## src/rtl/port_extend_pipe.sv

```systemverilog
// Narrow-to-wide sample FIFO: each sample is sign/zero extended at push time
// and stored extended, so later changes of in_w1/in_signed do not affect it.
module port_extend_pipe #(
  parameter int IN_W  = 2,
  parameter int OUT_W = 4,
  parameter int DEPTH = 4
) (
  input  logic                       clk,
  input  logic                       rst,
  input  logic                       in_valid,
  output logic                       in_ready,
  input  logic [IN_W-1:0]            in_data,
  input  logic                       in_w1,
  input  logic                       in_signed,
  output logic                       out_valid,
  input  logic                       out_ready,
  output logic [OUT_W-1:0]           out_data,
  output logic [$clog2(DEPTH):0]     level,
  output logic [7:0]                 neg_count
);

  localparam int AW = $clog2(DEPTH);

  logic [OUT_W-1:0] mem [DEPTH];
  logic [AW-1:0]    wptr;
  logic [AW-1:0]    rptr;
  logic             push;
  logic             pop;
  logic             sign_bit;
  logic [OUT_W-1:0] ext;

  assign in_ready  = (level < (AW+1)'(DEPTH));
  assign out_valid = (level != '0);
  assign out_data  = out_valid ? mem[rptr] : '0;
  assign push      = in_valid && in_ready;
  assign pop       = out_valid && out_ready;

  always_comb begin
    sign_bit = in_w1 ? in_data[0] : in_data[IN_W-1];
    ext      = '0;
    if (in_w1) begin
      ext = in_signed ? {OUT_W{in_data[0]}} : {{(OUT_W-1){1'b0}}, in_data[0]};
    end else begin
      ext = {{(OUT_W-IN_W){in_signed & in_data[IN_W-1]}}, in_data};
    end
  end

  // Storage is not reset; entries are only visible through out_valid.
  always_ff @(posedge clk) begin
    if (push) begin
      mem[wptr] <= ext;
    end
  end

  always_ff @(posedge clk) begin
    if (rst) begin
      wptr      <= '0;
      rptr      <= '0;
      level     <= '0;
      neg_count <= '0;
    end else begin
      if (push) begin
        wptr <= wptr + AW'(1);
      end
      if (pop) begin
        rptr <= rptr + AW'(1);
      end
      case ({push, pop})
        2'b10:   level <= level + (AW+1)'(1);
        2'b01:   level <= level - (AW+1)'(1);
        default: level <= level;
      endcase
      if (push && in_signed && sign_bit && (neg_count != 8'hFF)) begin
        neg_count <= neg_count + 8'd1;
      end
    end
  end

endmodule

```

## config.mk

```make
export PLATFORM = sky130hd
export DESIGN_NAME = port_extend_pipe
export DESIGN_NICKNAME = d
export VERILOG_FILES = /design/src/rtl/port_extend_pipe.sv
export SDC_FILE = /design/constraint.sdc
export NUM_CORES = 1
export LEC_CHECK = 0
export ABC_AREA = 0
export CORE_UTILIZATION = 40
export CTS_CLUSTER_SIZE = 24
export DETAILED_ROUTE_END_ITERATION = 8
export PLACE_DENSITY = 0.61
export SYNTH_ARGS = -nofsm -noshare
export SYNTH_HDL_FRONTEND = slang
export SYNTH_SLANG_ARGS = --single-unit
```

## constraint.sdc

```tcl
create_clock -name clk -period 5.5 [get_ports clk]
set_input_delay 1.375 -clock clk [delete_from_list [all_inputs] [get_ports clk]]
set_output_delay 1.375 -clock clk [all_outputs]
set_load 0.05 [all_outputs]
```

==> impl_metrics.csv, run 1 <==
group,metric,value,unit
sta,relSlewSlack,57.04,%
worst_setup_path,start_kind,"register",
sta,hold_violations,0,
placement,placed_cells,182,
clock_network,cts_tree,"done",
yosys,synth-edff-count,12,
yosys,synthArstFlopShare,0,%
power_and_ir_drop,ir_drop,0.1264,mV
worst_setup_path,crit_chain,"mux4_2 > and2_1 > clkdlybuf4s50_1",
floorplan,die_h,60.26,um
cells_and_area,final_cells,190,
floorplan,die_w,60.26,um
yosys,synth_area,1358,um^2
floorplan,start_util,43.40,%
floorplan,rows,20,
worst_setup_path,required,4120,ps
worst_setup_path,cpMaxStageDelayCell,"clkdlybuf4s50_1",
yosys,synth_nets,135,
worst_setup_path,worstReg2RegEnd,"level[2]",
drt,wl,2.581,mm
floorplan,design.core.area,3128,um^2
sta,worst_slew_pin_slew,642.5,ps
global_routing,gr-total-overflow,0,
global_routing,grt_max_degree,18,
power_and_ir_drop,pwr_density_cell,455.2,nW/um^2
clock_network,path_clk_slew,80,ps
worst_setup_path,max_stage_delay,700,ps
clock_network,clkSinkCount,29,
placement,gp_congestion,0.7721,
drt,ant_nets,0,
yosys,ys_seq_elements,29,
placement,hpwl,1.923,mm
sta,setup_slack,1998,ps
worst_setup_path,critPathKind,"reg -> out",
clock_network,cts_hold_buffers,0,
sta,final.min_clock_period,3502,ps
worst_setup_path,crit_path_end_kind,"primary output",
placement,portBuffers,24,
global_routing,grt_use_total,16.39,%
clock_network,clock_path_buffers,2,
yosys,yosysTopAreaCell,"edfxtp_1",
yosys,ys.flop_type,"dfxtp_1",
yosys,yosys.cell_types.count,35,
sta,max_freq,0.2855,GHz
flow_run,drv_cap,0,
cells_and_area,final_util,53.60,%
placement,place_ws,2057,ps
cells_and_area,drive_gt1_share,8.219,%
drt,via_count,940,
floorplan,io_pins,25,
worst_setup_path,r2r-start,"level[2]",
sta,slew_viol_final,0,
sta,post-route-period-util,63.68,%
cells_and_area,nets,160,
yosys,ys_top_cells_by_area,"edfxtp_1, dfxtp_1, ha_1, mux4_2, and2_1",
worst_setup_path,cp_num_cells,3,
power_and_ir_drop,total_leakage_power,0.6092,nW
cells_and_area,final_cell_mix,"clkdlybuf4s50_1, dfxtp_1, nor2_1, edfxtp_1, and2_1",
worst_setup_path,cp_max_fo,3,
sta,rsz0062_at_grt,"no",
drt,drt_iter0_drc,34,
cells_and_area,fill_cells,294,
clock_network,clock_latency,340,ps
drt,via_per_inst,4.947,
hold_path,min_path_type,"reg -> reg",
cells_and_area,insertedDiodeCount,0,
worst_setup_path,r2r_cells,8,
worst_setup_path,crit_path_end,"out_data[3]",
sta,setup_viol,0,
drt,drcViolationCount,0,
worst_setup_path,r2r_setup_slack,3270,ps
drt,avgRoutedWirePerCell,13.58,um
clock_network,post_cts_buffers,0,
global_routing,grt_pass1_vias,902,
power_and_ir_drop,finalPower,763.1,uW
yosys,yosysSeqAreaShare,51.61,%
status,status,"complete, no violations",
clock_network,cts-root-buf,"clkbuf_4",
worst_setup_path,arrival,2130,ps
clock_network,ctsResizeCount,0,
drt,dr.pass1.iters,4,
cells_and_area,design_area,1677,um^2
cells_and_area,area_growth,23.50,%
sta,worst_clock_skew,18.14,ps
global_routing,antenna_found_initial,0,
clock_network,cts_made_buffers,5,
floorplan,dieArea,3631,um^2
worst_setup_path,path_delay_family,"buffers and inverters",
sta,setup-tns-final,0,ps
clock_network,htreeDepth,2,
yosys,synth_top_area_share,26.54,%
cells_and_area,layout_commonest_cell,"clkdlybuf4s50_1",
placement,dpl_cell_area,1627,um^2
sta,whs,551.2,ps
worst_setup_path,worst-path-buf-inv,1,
yosys,syn_avg_cell_area,11.31,um^2
global_routing,grt_pass1_wl,4.133,mm
yosys,yosysWarnings,0,
yosys,synthCells,120,
[power by group]
part           switching, mW  internal (mW)  total, mW
logic                  0.221          0.133      0.354
clock network         0.0767         0.0461      0.123
registers             0.0273          0.259      0.286
[synthesized netlist by cell type (3+ instances only)]
cell	count
ha_1	6
mux4_2	3
nor2_1	12
edfxtp_1	12
xnor2_1	3
xor2_1	3
clkbuf_1	5
a21oi_1	6
inv_1	8
nor3_1	3
and4_1	3
nor2b_1	3
and2_1	9
dfxtp_1	17
[flip-flops by register name (all words and copies together), names as in the netlist, named ones only]
| name | flops |
|---|---|
| mem | 12 |
| neg_count | 8 |
| level | 3 |
| rptr | 2 |
| wptr | 2 |
[layout make-up]
class | instances | area [um^2] | share of cell area [%]
inverters | 8 | 30.03 | 1.791
clock inverters | 3 | 12.51 | 0.7463
clock buffers | 5 | 37.54 | 2.239
well taps | 44 | 55.05 | 3.284
repair buffers | 24 | 240.2 | 14.33
multi-input cells | 77 | 600.6 | 35.82
flip-flops and latches | 29 | 700.7 | 41.79
[routing by layer]
metal / part of all wire (%) / wire length, um / global-route usage, %
met3: 5.2 / 135 / 7.143
met2: 44 / 1137 / 24.33
met5: 0 / 0 / 0
met1: 49 / 1266 / 21.01
met4: 1.6 / 41 / 5.980
[kinds of logic after synthesis]
logic type,share of synthesized area [%]
buf+inv,4.148
compound gates,7.835
simple gates,19.08
xor+xnor,3.872
fa+ha+maj,7.005
mux,6.451
flops,51.61
[worst min-delay path by stage]
stage / end / cells after the start / startpoint / slack [ps]
2_1_floorplan: register / 2 / rptr[1] / 480
3_3_place_gp: rptr[1] / 2 / rptr[1] / 510
3_5_place_dp: register / 2 / rptr[1] / 530
4_1_cts: register / 2 / rptr[1] / 560
5_1_grt: register / 2 / rptr[0] / 600
6_report: register / 2 / rptr[1] / 550
[worst min-delay path: cells and delay by family (launching register included)]
kind	cells	cell delay [ps]
DFF	1	330
and+or+nand+nor	1	110
xor gates and xnor gates	1	70
Note: power is estimated with default switching activity, not from simulation.
==> inputs of run 2 (changes only) <==
==> constraint.sdc (replaced) <==
create_clock -name clk -period 3.6 [get_ports clk]
set_input_delay 0.9 -clock clk [delete_from_list [all_inputs] [get_ports clk]]
set_output_delay 0.9 -clock clk [all_outputs]
set_load 0.05 [all_outputs]
==> results of run 2 <==
The final DEF is identical to that of run 1. Status: complete, no violations.
Main changes from that run: setup slack after placement 2057 ps -> 631.8 ps; setup slack after layout 1998 ps -> 572.8 ps; register-to-register setup slack 3270 ps -> 1370 ps; total power 0.7631 mW -> 1.166 mW; worst IR drop on VDD 0.1264 mV -> 0.1931 mV
